## config.mk

```make
export PLATFORM = sky130hd
export DESIGN_NAME = tr_sequencer_flat
export DESIGN_NICKNAME = d
export VERILOG_FILES = /design/src/rtl/tr_seq_pkg.sv /design/src/rtl/tr_sequencer_if.sv /design/src/rtl/tick_gen.sv /design/src/rtl/tr_sequencer.sv /design/src/flat_wrapper.sv
export SDC_FILE = /design/constraint.sdc
export NUM_CORES = 1
export LEC_CHECK = 0
export CORE_MARGIN = 5
export CORE_UTILIZATION = 50
export CTS_BUF_LIST = sky130_fd_sc_hd__clkbuf_8
export CTS_CLUSTER_DIAMETER = 30
export DETAILED_ROUTE_END_ITERATION = 6
export DONT_BUFFER_PORTS = 1
export PLACE_DENSITY = 0.65
export RECOVER_POWER = 50
export SYNTH_ARGS = -nofsm -noshare
export SYNTH_HDL_FRONTEND = slang
export SYNTH_SLANG_ARGS = --single-unit
```

## constraint.sdc

```tcl
create_clock -name clk -period 3.1 [get_ports clk]
set_clock_uncertainty 0.2 [all_clocks]
set_input_delay 0.465 -clock clk [delete_from_list [all_inputs] [get_ports clk]]
set_output_delay 0.465 -clock clk [all_outputs]
set_load 0.03 [all_outputs]
```

## src/rtl/tr_seq_pkg.sv

```systemverilog
// Shared definitions for the T/R sequencer: state codes and parameter defaults.
package tr_seq_pkg;

  // clk cycles per delay tick (1 ms at 76.8 MHz)
  localparam int unsigned TICK_DIV_DEF = 76800;
  // Width of the delay counter and the delay config fields
  localparam int unsigned CNT_W_DEF    = 10;

  // Codes are visible on tr_state for status readback; keep them fixed.
  typedef enum logic [2:0] {
    ST_IDLE   = 3'd0,
    ST_SETTLE = 3'd1,
    ST_TX     = 3'd2,
    ST_HANG   = 3'd3,
    ST_TAIL   = 3'd4
  } tr_state_t;

endpackage : tr_seq_pkg

```

## src/rtl/tr_sequencer_if.sv

```systemverilog
// Keying / config / T/R output bundle of the sequencer.
//   master : keying sources and config (drives requests, reads T/R outputs)
//   slave  : the sequencer itself
// Signals:
//   ptt_req, cw_key, tx_inhibit         keying requests and fault inhibit
//   cfg_pa_enable, cfg_ext_tr_enable    relay group enables
//   cfg_rf_delay, cfg_hang, cfg_tail    delays in ticks
//   tx_rf_on, cw_on                     RF / CW envelope gates
//   pa_inttr, pa_exttr, pa_bias_on      relay group
//   tr_state                            current state code
interface tr_sequencer_if
  import tr_seq_pkg::*;
#(
  parameter int unsigned CNT_W = CNT_W_DEF
);

  logic             ptt_req;
  logic             cw_key;
  logic             tx_inhibit;
  logic             cfg_pa_enable;
  logic             cfg_ext_tr_enable;
  logic [CNT_W-1:0] cfg_rf_delay;
  logic [CNT_W-1:0] cfg_hang;
  logic [CNT_W-1:0] cfg_tail;

  logic             tx_rf_on;
  logic             cw_on;
  logic             pa_inttr;
  logic             pa_exttr;
  logic             pa_bias_on;
  logic [2:0]       tr_state;

  modport master (
    output ptt_req, cw_key, tx_inhibit, cfg_pa_enable, cfg_ext_tr_enable,
           cfg_rf_delay, cfg_hang, cfg_tail,
    input  tx_rf_on, cw_on, pa_inttr, pa_exttr, pa_bias_on, tr_state
  );

  modport slave (
    input  ptt_req, cw_key, tx_inhibit, cfg_pa_enable, cfg_ext_tr_enable,
           cfg_rf_delay, cfg_hang, cfg_tail,
    output tx_rf_on, cw_on, pa_inttr, pa_exttr, pa_bias_on, tr_state
  );

endinterface : tr_sequencer_if

```

## src/rtl/tick_gen.sv

```systemverilog
// Delay-tick prescaler. A restart clears the prescaler; a tick fires every
// TICK_DIV cycles after the last restart. TICK_DIV must be >= 2.
// Ports:
//   clk, rst    clock, synchronous active-high reset
//   restart_i   clears the prescaler on the next edge
//   tick_c_o    1-cycle tick (combinational from the prescaler register)
module tick_gen
  import tr_seq_pkg::*;
#(
  parameter int unsigned TICK_DIV = TICK_DIV_DEF
) (
  input  logic clk,
  input  logic rst,
  input  logic restart_i,
  output logic tick_c_o
);

  localparam int unsigned PW = (TICK_DIV > 1) ? $clog2(TICK_DIV) : 1;
  localparam logic [PW-1:0] LAST = PW'(TICK_DIV - 1);

  logic [PW-1:0] presc_q;
  logic [PW-1:0] presc_d;

  // Wrap at LAST, or restart from zero
  always_comb begin
    presc_d = presc_q + PW'(1);
    if (restart_i || (presc_q == LAST)) begin
      presc_d = '0;
    end
  end

  always_ff @(posedge clk) begin
    if (rst) begin
      presc_q <= '0;
    end else begin
      presc_q <= presc_d;
    end
  end

  // A restart in the same cycle discards the stale tick
  assign tick_c_o = (presc_q == LAST) && !restart_i;

endmodule : tick_gen

```

## src/rtl/tr_sequencer.sv

```systemverilog
// T/R sequencer: enforces relays on -> settle -> RF on -> RF off -> tail ->
// relays off, with CW hang between characters and a fault inhibit.
// Ports:
//   clk, rst   clock, synchronous active-high reset
//   bus        tr_sequencer_if.slave: keying inputs, config, T/R outputs
// All outputs are registered and change on the same edge as the state.
module tr_sequencer
  import tr_seq_pkg::*;
#(
  parameter int unsigned TICK_DIV = TICK_DIV_DEF,
  parameter int unsigned CNT_W    = CNT_W_DEF
) (
  input  logic           clk,
  input  logic           rst,
  tr_sequencer_if.slave  bus
);

  tr_state_t        state_q, state_d;
  logic [CNT_W-1:0] cnt_q, cnt_d;
  logic             last_cw_q, last_cw_d;
  logic             tx_rf_on_q, tx_rf_on_d;
  logic             cw_on_q, cw_on_d;
  logic             pa_inttr_q, pa_inttr_d;
  logic             pa_exttr_q, pa_exttr_d;
  logic             pa_bias_q, pa_bias_d;

  logic             req;
  logic             inh;
  logic             expired;
  logic             load;
  logic [CNT_W-1:0] load_val;
  logic             tick;

  assign req     = bus.ptt_req | bus.cw_key;
  assign inh     = bus.tx_inhibit;
  assign expired = (cnt_q == '0);

  // Prescaler restarts on every counter load
  tick_gen #(.TICK_DIV(TICK_DIV)) u_tick_gen (
    .clk       (clk),
    .rst       (rst),
    .restart_i (load),
    .tick_c_o  (tick)
  );

  // Next state, counter and output decode
  always_comb begin
    state_d  = state_q;
    load     = 1'b0;
    load_val = '0;
    cnt_d    = cnt_q;

    // Last keyed source was CW alone; PTT together with CW counts as PTT
    last_cw_d = bus.cw_key & ~bus.ptt_req;

    case (state_q)
      ST_IDLE: begin
        if (req && !inh) state_d = ST_SETTLE;
      end
      ST_SETTLE: begin
        if (inh || !req)  state_d = ST_TAIL;
        else if (expired) state_d = ST_TX;
      end
      ST_TX: begin
        if (inh) begin
          state_d = ST_TAIL;
        end else if (!req) begin
          if (last_cw_q && (bus.cfg_hang != '0)) state_d = ST_HANG;
          else                                   state_d = ST_TAIL;
        end
      end
      ST_HANG: begin
        if (inh)          state_d = ST_TAIL;
        else if (req)     state_d = ST_TX;
        else if (expired) state_d = ST_TAIL;
      end
      ST_TAIL: begin
        if (req && !inh)  state_d = ST_TX;
        else if (expired) state_d = ST_IDLE;
      end
      default: state_d = ST_IDLE;
    endcase

    // Timed states sample their delay only on entry
    if (state_d != state_q) begin
      case (state_d)
        ST_SETTLE: begin load = 1'b1; load_val = bus.cfg_rf_delay; end
        ST_HANG:   begin load = 1'b1; load_val = bus.cfg_hang;     end
        ST_TAIL:   begin load = 1'b1; load_val = bus.cfg_tail;     end
        default:   ;
      endcase
    end

    if (load) begin
      cnt_d = load_val;
    end else if (tick && !expired) begin
      cnt_d = cnt_q - CNT_W'(1);
    end

    // Outputs follow the next state so they land on the state edge
    tx_rf_on_d = (state_d == ST_TX);
    cw_on_d    = (state_d == ST_TX) & bus.cw_key;
    pa_inttr_d = bus.cfg_pa_enable     & (state_d != ST_IDLE);
    pa_bias_d  = bus.cfg_pa_enable     & (state_d != ST_IDLE);
    pa_exttr_d = bus.cfg_ext_tr_enable & (state_d != ST_IDLE);
  end

  always_ff @(posedge clk) begin
    if (rst) begin
      state_q    <= ST_IDLE;
      cnt_q      <= '0;
      last_cw_q  <= 1'b0;
      tx_rf_on_q <= 1'b0;
      cw_on_q    <= 1'b0;
      pa_inttr_q <= 1'b0;
      pa_exttr_q <= 1'b0;
      pa_bias_q  <= 1'b0;
    end else begin
      state_q    <= state_d;
      cnt_q      <= cnt_d;
      last_cw_q  <= last_cw_d;
      tx_rf_on_q <= tx_rf_on_d;
      cw_on_q    <= cw_on_d;
      pa_inttr_q <= pa_inttr_d;
      pa_exttr_q <= pa_exttr_d;
      pa_bias_q  <= pa_bias_d;
    end
  end

  assign bus.tr_state   = state_q;
  assign bus.tx_rf_on   = tx_rf_on_q;
  assign bus.cw_on      = cw_on_q;
  assign bus.pa_inttr   = pa_inttr_q;
  assign bus.pa_exttr   = pa_exttr_q;
  assign bus.pa_bias_on = pa_bias_q;

endmodule : tr_sequencer

```

## src/flat_wrapper.sv

```systemverilog
// flat-port wrapper written by rule: the top's interface ports become plain ports
module tr_sequencer_flat import tr_seq_pkg::*;
#(
  parameter int unsigned TICK_DIV = TICK_DIV_DEF,
  parameter int unsigned CNT_W    = CNT_W_DEF
)
  (clk, rst, bus_ptt_req, bus_cw_key, bus_tx_inhibit, bus_cfg_pa_enable, bus_cfg_ext_tr_enable, bus_cfg_rf_delay, bus_cfg_hang, bus_cfg_tail, bus_tx_rf_on, bus_cw_on, bus_pa_inttr, bus_pa_exttr, bus_pa_bias_on, bus_tr_state);
  tr_sequencer_if #(.CNT_W(CNT_W)) bus_i ();
  input  logic clk;
  input  logic rst;
  input wire logic [$bits(bus_i.ptt_req)-1:0] bus_ptt_req;
  input wire logic [$bits(bus_i.cw_key)-1:0] bus_cw_key;
  input wire logic [$bits(bus_i.tx_inhibit)-1:0] bus_tx_inhibit;
  input wire logic [$bits(bus_i.cfg_pa_enable)-1:0] bus_cfg_pa_enable;
  input wire logic [$bits(bus_i.cfg_ext_tr_enable)-1:0] bus_cfg_ext_tr_enable;
  input wire logic [$bits(bus_i.cfg_rf_delay)-1:0] bus_cfg_rf_delay;
  input wire logic [$bits(bus_i.cfg_hang)-1:0] bus_cfg_hang;
  input wire logic [$bits(bus_i.cfg_tail)-1:0] bus_cfg_tail;
  output wire logic [$bits(bus_i.tx_rf_on)-1:0] bus_tx_rf_on;
  output wire logic [$bits(bus_i.cw_on)-1:0] bus_cw_on;
  output wire logic [$bits(bus_i.pa_inttr)-1:0] bus_pa_inttr;
  output wire logic [$bits(bus_i.pa_exttr)-1:0] bus_pa_exttr;
  output wire logic [$bits(bus_i.pa_bias_on)-1:0] bus_pa_bias_on;
  output wire logic [$bits(bus_i.tr_state)-1:0] bus_tr_state;
  assign bus_i.ptt_req = bus_ptt_req;
  assign bus_i.cw_key = bus_cw_key;
  assign bus_i.tx_inhibit = bus_tx_inhibit;
  assign bus_i.cfg_pa_enable = bus_cfg_pa_enable;
  assign bus_i.cfg_ext_tr_enable = bus_cfg_ext_tr_enable;
  assign bus_i.cfg_rf_delay = bus_cfg_rf_delay;
  assign bus_i.cfg_hang = bus_cfg_hang;
  assign bus_i.cfg_tail = bus_cfg_tail;
  assign bus_tx_rf_on = bus_i.tx_rf_on;
  assign bus_cw_on = bus_i.cw_on;
  assign bus_pa_inttr = bus_i.pa_inttr;
  assign bus_pa_exttr = bus_i.pa_exttr;
  assign bus_pa_bias_on = bus_i.pa_bias_on;
  assign bus_tr_state = bus_i.tr_state;
  tr_sequencer #(.TICK_DIV(TICK_DIV), .CNT_W(CNT_W)) u_core (.clk(clk), .rst(rst), .bus(bus_i));
endmodule
```

==> reports/results.tsv, run 1 <==
stage	metric	value	unit
final_layout	area of the multi-input gates	1210	um^2
setup_path	Reg2Reg Depth	8	
logic_synthesis	dominant synthesized flop cell	dfxtp_1	
clocking	CTS HTree Levels	2	
route	vias per cell	5.90	
run_status	status	complete, no violations	
route	number of remaining DRC errors	0	
logic_synthesis	Synth cell types	43	
sta	setup tns final	0	ps
logic_synthesis	Post-synth ARST share	0	%
sta	Final setup viols	0	
clocking	Clock Latency Late Sink	290	ps
clocking	CTS hold repair buffers	0	
final_layout	antenna diode count	0	
logic_synthesis	Syn Std Cell Area	1990	um^2
power_and_ir_drop	Lkg Pwr	0.730	nW
logic_synthesis	Post-Synthesis Cells	243	
run	total of max-cap violations	0	
setup_path	reg-to-reg slack, setup	350	ps
worst_hold_path	Worst Hold Depth	1	
route	final WL	4.46	mm
sta	measured slew at the worst slew-check pin	590	ps
final_layout	Register Area	701	um^2
final_layout	Synth-to-Final Area Change	6.61	%
sta	max_slew headroom	60.6	%
floorplan	Die W	73.1	um
worst_hold_path	Hold Startpoint	bus_ptt_req	
final_layout	most common cell after layout, fill and taps aside	nor2_1	
sta	final slew viol count	0	
final_layout	most frequent cells in the layout	nor2_1, dfxtp_1, nand3_1	
final_layout	layout cells sized above 1	7.02	%
setup_path	CP Class	register to register	
logic_synthesis	EDFF count, synth	0	
setup_path	RR Endpoint	u_core.bus.cw_on	
route	met1 WL	2.02	mm
route	met3 routed WL	295	um
sta	min Tclk post-route	2750	ps
clocking	CTS tree	done	
floorplan	floorplan core area	3910	um^2
route	post-DR wirelength/cell	15.3	um
logic_synthesis	synth warn	0	
setup_path	Setup crit end kind	register	
global_route	first-pass GRT wire length	7.80	mm
route	Top Metal Used	met4	
floorplan	Starting Density	50.8	%
power_and_ir_drop	peak supply drop	265	uV
placed_design	HPWL Detailed	3.34	mm
clocking	post-cts sizing count	0	
clocking	number of setup buffers added after CTS	0	
setup_path	beginning of the worst register-to-register path	u_core.cnt_q[0]	
power_and_ir_drop	Power Density	529	nW/um^2
global_route	Overflow after GRT	0	
route	detailed-route via count	1724	
floorplan	Die H	73.1	um
setup_path	CP Launch Type	register	
setup_path	Required @ worst endpoint	3140	ps
placed_design	routability cong.	0.874	
setup_path	CP arrival	2790	ps
final_layout	Fillers	378	
route	antenna viol nets, final	0	
sta	fmax	364	MHz
worst_hold_path	Hold Path Sink	u_core.last_cw_q	
floorplan	row cnt	23	
clocking	CTS Buf Count	5	
sta	Final Cycle Share	88.7	%
clocking	CTS Root Cell	clkbuf_8	
setup_path	Worst Setup SP	u_core.cnt_q[0]	
route	DRT Pass-1 Iters	4	
clocking	Clock transition at path regs	70	ps
global_route	vias in the first global route	1672	
placed_design	Placed Cells	284	
clocking	clk sinks	35	
sta	RSZ-0062 raised after global routing	no	
route	DRT iter0 DRCs	80	
logic_synthesis	post-synthesis register bit count	35	
floorplan	full die area	5340	um^2
placed_design	Buffers on Ports	0	
logic_synthesis	syn avg cell area	8.18	um^2
floorplan	io pins	45	
sta	Final Hold Fails	0	
power_and_ir_drop	Pwr Total	1.12	mW
final_layout	NumNets Final	280	
setup_path	Crit Path Max Fanout	12	
clocking	CTS Buffer Depth	2	
global_route	initial antenna violation count	0	
route	met2 routed WL	2.08	mm
worst_hold_path	Hold Path Class	primary input to register	
global_route	GRT Overall Usage	18.7	%
logic_synthesis	syn_nets	282	
global_route	largest net degree at the start of global routing	23	
final_layout	Finished Layout Cells	292	
logic_synthesis	sequential share of the synthesized area	35.2	%
[per-layer routing]
layer / vias up / global-route usage [%]
li1: 880 / -
met2: 51 / 29.2
met4: 0 / 6.76
met3: 6 / 5.37
met1: 787 / 24.4
met5: - / 0
[where the power goes]
part / internal [mW] / leakage, nW / switching [mW]
sequential: 0.477 / 0.285 / 0.0465
clock: 0.200 / 0.0557 / 0.165
combinational: 0.0946 / 0.389 / 0.138
[critical path, stage by stage, from the launching register on]
cell and delay (ps):
dfxtp_1 340, inv_1 100, ha_1 220, nor3b_1 440, and3_1 240, a311oi_1 120
or4_4 620, nor4_4 280, and2_1 150
[how the worst max path moves through the flow]
| stage | end | slack, ps | depth (start not counted) |
|---|---|---|---|
| detailed placement | u_core.cnt_q[3] | 360 | 8 |
| CTS | u_core.cnt_q[3] | 350 | 8 |
| finish | u_core.bus.cw_on | 350 | 8 |
| floorplan | u_core.cnt_q[2] | 630 | 9 |
| global placement | u_core.bus.cw_on | 430 | 8 |
| global route | u_core.cnt_q[3] | 50 | 8 |
[flip-flops by register name, indices dropped and copies added (netlist names)]
register,cells
u_core.bus.tr_state,3
u_core.cnt_q,10
u_core.u_tick_gen.presc_q,17
u_core.bus.pa_exttr,1
u_core.last_cw_q,1
u_core.bus.tx_rf_on,1
u_core.bus.cw_on,1
u_core.bus.pa_inttr,1
[logic make-up (layout without fill, tap and decap cells)]
kind of cell / count (synthesis) / after routing / share of synthesized area, %
flip-flops: 35 / 35 / 35.2
AO/OA/AOI/OAI: 43 / 43 / 15.0
multiplexers: 1 / 1 / 0.503
adder cells (fa/ha/maj): 2 / 2 / 1.26
AND/OR/NAND/NOR: 120 / 120 / 33.8
buffers and inverters: 19 / 18 / 4.09
XOR/XNOR: 23 / 23 / 10.1
[area by class of cell]
class                      instances  area share, %
multi-input combinational        189           56.9
sequential                        35           33.1
clock buffer                       7           4.55
tap                               50           2.95
timing repair buffer               5           1.48
inverter                           5          0.885
clock inverter                     1          0.177
[through the flow]
stage          setup slack [ps]  hold WS [ps]  util, %  instance area, um^2
2_1_floorplan               634           249        -                 1990
3_3_place_gp                427           271     51.8                 2030
3_5_place_dp                363           287     51.8                 2030
4_1_cts                     349          27.3     54.3                 2130
5_1_grt                    51.1          30.3     54.2                 2120
6_report                    350          40.2     54.2                 2120
[synthesized netlist by cell type (3+ instances only)]
cell type	instances	share of area, %
inv_1	5	0.94
a21o_1	3	1.1
nand3_1	28	7.0
nor2_1	37	7.0
nand4_1	9	2.8
xor2_1	12	5.3
a311oi_1	9	4.0
clkbuf_1	7	1.3
nor3b_1	4	1.5
buf_2	5	1.3
nor4_1	5	1.6
nor3_1	3	0.75
nand2_1	8	1.5
xnor2_1	11	4.8
nor4_4	3	3.2
a31oi_1	7	2.2
a21oi_1	12	3.0
nor2b_1	3	0.94
and3_1	7	2.2
dfxtp_1	35	35
and2_1	3	0.94
Power figures use the tool's default switching activity.
==> run 2: changes to the inputs <==
Settings changed: CORE_UTILIZATION 50 to 40, PLACE_DENSITY 0.65 to 0.54.
==> run 2 against run 1 <==
Effect of this change: sequential power is essentially flat; hold slack got worse by 9.0 ps; combinational power about the same; maximum frequency shrank 1.0%; total power up 11%; clock-buffer cell count fell by 2; clock power up 35%; sequential cell count is the same; routed wire length up 9.7%.
==> reports/results.tsv, run 2 (synthesis gave the netlist of run 1 again) <==
stage	metric	value	unit	change
clocking	CTS HTree Levels	2		unchanged
setup_path	reg-to-reg slack, setup	320	ps	-30 ps
global_route	Overflow after GRT	0		unchanged
power_and_ir_drop	Power Density	572	nW/um^2	+8.2%
sta	min Tclk post-route	2780	ps	+27.9 ps
clocking	CTS Buf Count	5		unchanged
floorplan	full die area	6480	um^2	+21%
global_route	largest net degree at the start of global routing	19		-17%
route	vias per cell	5.64		-4.4%
final_layout	most common cell after layout, fill and taps aside	nor2_1		
sta	Final setup viols	0		unchanged
route	post-DR wirelength/cell	15.8	um	+3.4%
floorplan	Die W	80.5	um	+10%
setup_path	CP Class	register to register		
setup_path	RR Endpoint	u_core.u_tick_gen.presc_q[10]		
route	final WL	4.90	mm	+9.7%
sta	Final Cycle Share	89.6	%	+0.90 points
final_layout	largest reg by FF count	u_core.u_tick_gen.presc_q		
final_layout	most frequent cells in the layout	nor2_1, dfxtp_1, nand3_1		
setup_path	Reg2Reg Depth	9		+1
clocking	CTS Buffer Depth	2		unchanged
placed_design	HPWL Detailed	3.53	mm	+5.7%
sta	max_slew headroom	54.4	%	-6.2 points
power_and_ir_drop	peak supply drop	300	uV	+13%
setup_path	beginning of the worst register-to-register path	u_core.cnt_q[0]		
final_layout	Fillers	482		+28%
floorplan	io pins	45		unchanged
placed_design	Placed Cells	302		+6.3%
placed_design	Buffers on Ports	0		unchanged
final_layout	antenna diode count	0		unchanged
route	antenna viol nets, final	0		unchanged
setup_path	Required @ worst endpoint	3080	ps	-60 ps
clocking	clk sinks	35		unchanged
floorplan	row cnt	25		+8.7%
placed_design	routability cong.	0.807		-7.6%
floorplan	Die H	80.5	um	+10%
final_layout	layout cells sized above 1	7.41	%	+0.38 points
worst_hold_path	Hold Startpoint	rst		
global_route	GRT Overall Usage	16.6	%	-2.1 points
clocking	Clock transition at path regs	70	ps	about the same
sta	setup tns final	0	ps	unchanged
setup_path	Setup crit end kind	register		
final_layout	Synth-to-Final Area Change	9.63	%	
clocking	CTS hold repair buffers	0		unchanged
final_layout	number of flip-flops in the largest register	17		unchanged
run_status	status	complete, no violations		
placed_design	dpl cell area	2060	um^2	+1.6%
power_and_ir_drop	Pwr Total	1.25	mW	+11%
final_layout	NumNets Final	281		+0.36%
route	number of remaining DRC errors	0		unchanged
sta	RSZ-0062 raised after global routing	no		
floorplan	Starting Density	41.5	%	-9.3 points
setup_path	CP arrival	2750	ps	-40 ps
clocking	CTS tree	done		
clocking	Clock Latency Late Sink	290	ps	about the same
clocking	number of setup buffers added after CTS	0		unchanged
power_and_ir_drop	Lkg Pwr	0.752	nW	+3.0%
global_route	first-pass GRT wire length	8.22	mm	+5.4%
global_route	initial antenna violation count	0		unchanged
sta	Final Hold Fails	0		unchanged
run	total of max-cap violations	0		unchanged
clocking	CTS Root Cell	clkbuf_8		
setup_path	Crit Path Max Fanout	17		+5
sta	measured slew at the worst slew-check pin	685	ps	+94.3 ps
final_layout	final instance area	2180	um^2	+2.8%
floorplan	floorplan core area	4790	um^2	+22%
worst_hold_path	Hold Path Sink	u_core.bus.tr_state[0]		
clocking	post-cts sizing count	0		unchanged
sta	fmax	360	MHz	-1.0%
route	detailed-route via count	1749		+1.5%
final_layout	Finished Layout Cells	310		+6.2%
route	DRT iter0 DRCs	74		-7.5%
final_layout	area of the multi-input gates	1200	um^2	-0.42%
setup_path	CP Launch Type	register		
final_layout	Register Area	701	um^2	unchanged
global_route	vias in the first global route	1690		+1.1%
route	DRT Pass-1 Iters	4		unchanged
worst_hold_path	Worst Hold Depth	1		unchanged
sta	final slew viol count	0		unchanged
worst_hold_path	Hold Path Class	primary input to register		
run 2: cell types whose count changed in the layout (fill, tap and decap cells not counted):
cell       before  now
nand3_1        28   29
o21ai_0         1    2
nand3_2         1    0
bufinv_16       0    2
clkbuf_1        1    0
buf_4           3    5
o21ai_1         1    0
clkbuf_8        7    5
run 2: critical path, stage by stage (launching register included):
cell       delay [ps]
dfxtp_1           330
inv_1              90
ha_1              230
nor3b_1           390
a31oi_1           150
o21ai_0           310
o2bb2ai_1         380
or3_1             200
clkbuf_2          290
nor2_1             90
run 2: worst max-delay path by stage:
stage / startpoint / cells after the start / slack (ps) / end
after CTS: u_core.cnt_q[0] / 8 / 330 / u_core.bus.cw_on
after global placement: u_core.cnt_q[0] / 8 / 390 / u_core.bus.cw_on
final: u_core.cnt_q[0] / 9 / 320 / u_core.u_tick_gen.presc_q[10]
after global routing: u_core.cnt_q[0] / 9 / 80 / u_core.u_tick_gen.presc_q[11]
after detailed placement: u_core.cnt_q[0] / 8 / 340 / u_core.bus.cw_on
after floorplan: u_core.cnt_q[0] / 9 / 630 / u_core.cnt_q[2]
run 2: through the flow:
stage / setup slack, ps / util [%] / hold slack (ps)
2_1_floorplan: 634 / - / 249
3_3_place_gp: 394 / 43.0 / 276
3_5_place_dp: 342 / 43.0 / 289
4_1_cts: 329 / 45.8 / 13.1
5_1_grt: 82.4 / 45.5 / 7.43
6_report: 322 / 45.5 / 31.3
run 2: report_power, final:
group          internal [mW]  switching (mW)  leakage (nW)
clock network          0.318           0.172        0.0695
registers              0.477          0.0488         0.285
logic                 0.0951           0.136         0.397
run 2: layer usage:
layer | GRT usage [%] | vias up | share of wire, %
li1 | - | 886 | -
met3 | 6.50 | 10 | 6.4
met2 | 26.1 | 41 | 46
met4 | 7.26 | 0 | 2.4
met5 | 0 | - | 0
met1 | 20.0 | 812 | 45
run 2: layout make-up:
| class | instances | share of cell area, % |
|---|---|---|
| clock buffers | 5 | 3.16 |
| clock inverters | 3 | 2.93 |
| inverters | 5 | 0.861 |
| multi-input cells | 189 | 55.1 |
| flip-flops and latches | 35 | 32.1 |
| well taps | 67 | 3.85 |
| repair buffers | 6 | 1.95 |
==> run 3: changes to the inputs <==
Settings changed: CORE_UTILIZATION 40 to 55, PLACE_DENSITY 0.54 to 0.7.
==> run 3 against run 2 <==
Effect of this change: sequential cell count did not move; critical path type unchanged; largest power group unchanged; via count rose by 5.0%; highest routed layer unchanged; non-clock buffer count fell by 1; total power fell by 15%; register-to-register slack got worse by 70 ps; global-route usage rose by 3.7 points.
==> reports/results.tsv, run 3 (synthesis gave the netlist of run 1 again) <==
stage	metric	value	unit	change
sta	post-route setup slack	253	ps	-68.1 ps
sta	final slew viol count	0		unchanged
route	post-DR wirelength/cell	16.9	um	+7.2%
worst_hold_path	Hold Startpoint	rst		
global_route	initial antenna violation count	0		unchanged
clocking	CTS HTree Levels	2		unchanged
worst_hold_path	Hold Path Class	primary input to register		
clocking	CTS tree	done		
sta	RSZ-0062 raised after global routing	no		
floorplan	full die area	4920	um^2	-24%
sta	Final Hold Fails	0		unchanged
final_layout	Finished Layout Cells	286		-7.7%
setup_path	reg-to-reg slack, setup	250	ps	-70 ps
final_layout	layout cells sized above 1	6.25	%	-1.2 points
placed_design	Placed Cells	280		-7.3%
global_route	vias in the first global route	1738		+2.8%
sta	max_slew headroom	54.3	%	about the same
route	DRT Pass-1 Iters	5		+1
route	final WL	4.84	mm	-1.1%
power_and_ir_drop	Lkg Pwr	0.716	nW	-4.7%
setup_path	CP Class	register to register		
placed_design	Placement Setup Slack	285	ps	-56.9 ps
clocking	CTS Root Cell	clkbuf_8		
sta	measured slew at the worst slew-check pin	684	ps	-0.794 ps
power_and_ir_drop	Power Density	510	nW/um^2	-11%
setup_path	RR Endpoint	u_core.bus.cw_on		
clocking	CTS hold repair buffers	0		unchanged
run_status	status	complete, no violations		
sta	min Tclk post-route	2850	ps	+68.1 ps
final_layout	number of flip-flops in the largest register	17		unchanged
placed_design	HPWL Detailed	3.55	mm	+0.43%
final_layout	largest reg by FF count	u_core.u_tick_gen.presc_q		
sta	Final Cycle Share	91.8	%	+2.2 points
clocking	post-cts sizing count	0		unchanged
clocking	clk sinks	35		unchanged
worst_hold_path	Worst Hold Depth	1		unchanged
sta	Final setup viols	0		unchanged
sta	fmax	351	MHz	-2.4%
global_route	first-pass GRT wire length	7.87	mm	-4.4%
floorplan	floorplan core area	3420	um^2	-29%
setup_path	Reg2Reg Depth	8		-1
floorplan	io pins	45		unchanged
floorplan	row cnt	21		-16%
final_layout	most common cell after layout, fill and taps aside	nor2_1		
placed_design	dpl cell area	2020	um^2	-1.8%
clocking	Clock transition at path regs	60	ps	about the same
sta	setup tns final	0	ps	unchanged
final_layout	final instance area	2090	um^2	-4.1%
setup_path	CP arrival	2890	ps	+140 ps
floorplan	Starting Density	58.2	%	+17 points
floorplan	Die H	70.1	um	-13%
clocking	number of setup buffers added after CTS	0		unchanged
route	detailed-route via count	1836		+5.0%
setup_path	Required @ worst endpoint	3140	ps	+60 ps
setup_path	beginning of the worst register-to-register path	u_core.cnt_q[0]		
clocking	Clock Latency Late Sink	290	ps	about the same
final_layout	most frequent cells in the layout	nor2_1, dfxtp_1, nand3_1		
global_route	largest net degree at the start of global routing	21		+2
route	antenna viol nets, final	0		unchanged
clocking	CTS Buf Count	5		unchanged
placed_design	Buffers on Ports	0		unchanged
setup_path	Crit Path Max Fanout	12		-5
setup_path	Setup crit end kind	register		
power_and_ir_drop	peak supply drop	340	uV	+13%
final_layout	antenna diode count	0		unchanged
floorplan	Die W	70.1	um	-13%
route	number of remaining DRC errors	0		unchanged
final_layout	NumNets Final	280		-0.36%
run	total of max-cap violations	0		unchanged
global_route	GRT Overall Usage	20.3	%	+3.7 points
worst_hold_path	Hold Path Sink	u_core.cnt_q[1]		
setup_path	CP Launch Type	register		
final_layout	Synth-to-Final Area Change	5.10	%	
route	vias per cell	6.42		+14%
global_route	Overflow after GRT	0		unchanged
clocking	CTS Buffer Depth	2		unchanged
route	DRT iter0 DRCs	105		+42%
placed_design	routability cong.	0.865		+7.2%
final_layout	Core Util, Final	61.2	%	+16 points
run 3: final cells by class:
| type | instances | area [um^2] |
|---|---|---|
| Sequential cell | 35 | 701 |
| Clock inverter | 1 | 3.75 |
| Inverter | 5 | 18.8 |
| Tap cell | 46 | 57.6 |
| Fill cell | 309 | 1330 |
| Clock buffer | 5 | 68.8 |
| Timing Repair Buffer | 5 | 33.8 |
| Multi-Input combinational cell | 189 | 1210 |
run 3: stage by stage:
| stage | hold slack, ps | power, mW |
|---|---|---|
| floorplan | 249 | 0.719 |
| global placement | 276 | 0.760 |
| detailed placement | 291 | 0.770 |
| CTS | 32.3 | 1.07 |
| global route | 24.2 | 1.12 |
| finish | 39.9 | 1.07 |
run 3: report_power, final:
part	total, mW	internal (mW)	switching, mW	leakage, nW
Clock	0.302	0.146	0.156	0.0413
Sequential	0.527	0.477	0.0498	0.285
Combinational	0.237	0.0960	0.141	0.390
Total	1.07	0.719	0.347	0.716
run 3: worst max-delay path by stage:
stage               depth (start not counted)                to             from  slack, ps
finish                                      8  u_core.bus.cw_on  u_core.cnt_q[0]        250
global route                                8  u_core.bus.cw_on  u_core.cnt_q[0]         80
CTS                                         8  u_core.bus.cw_on  u_core.cnt_q[0]        270
detailed placement                          8  u_core.bus.cw_on  u_core.cnt_q[0]        280
global placement                            8  u_core.bus.cw_on  u_core.cnt_q[0]        440
floorplan                                   9   u_core.cnt_q[2]  u_core.cnt_q[0]        630
run 3: routing by layer:
| metal | up-vias | part of all wire, % | global-route usage [%] |
|---|---|---|---|
| met4 | 0 | 2.2 | 8.51 |
| met5 | - | 0 | 0 |
| met2 | 79 | 46 | 31.5 |
| li1 | 880 | - | - |
| met3 | 9 | 8.9 | 8.75 |
| met1 | 868 | 43 | 24.5 |
run 3: worst max-delay path, cell delays in order, from the launching register on:
cell,delay [ps]
dfxtp_1,340
inv_1,110
ha_1,230
nor3b_1,430
and3_1,240
a311oi_1,120
or4_4,650
nor4_4,320
and2_1,160
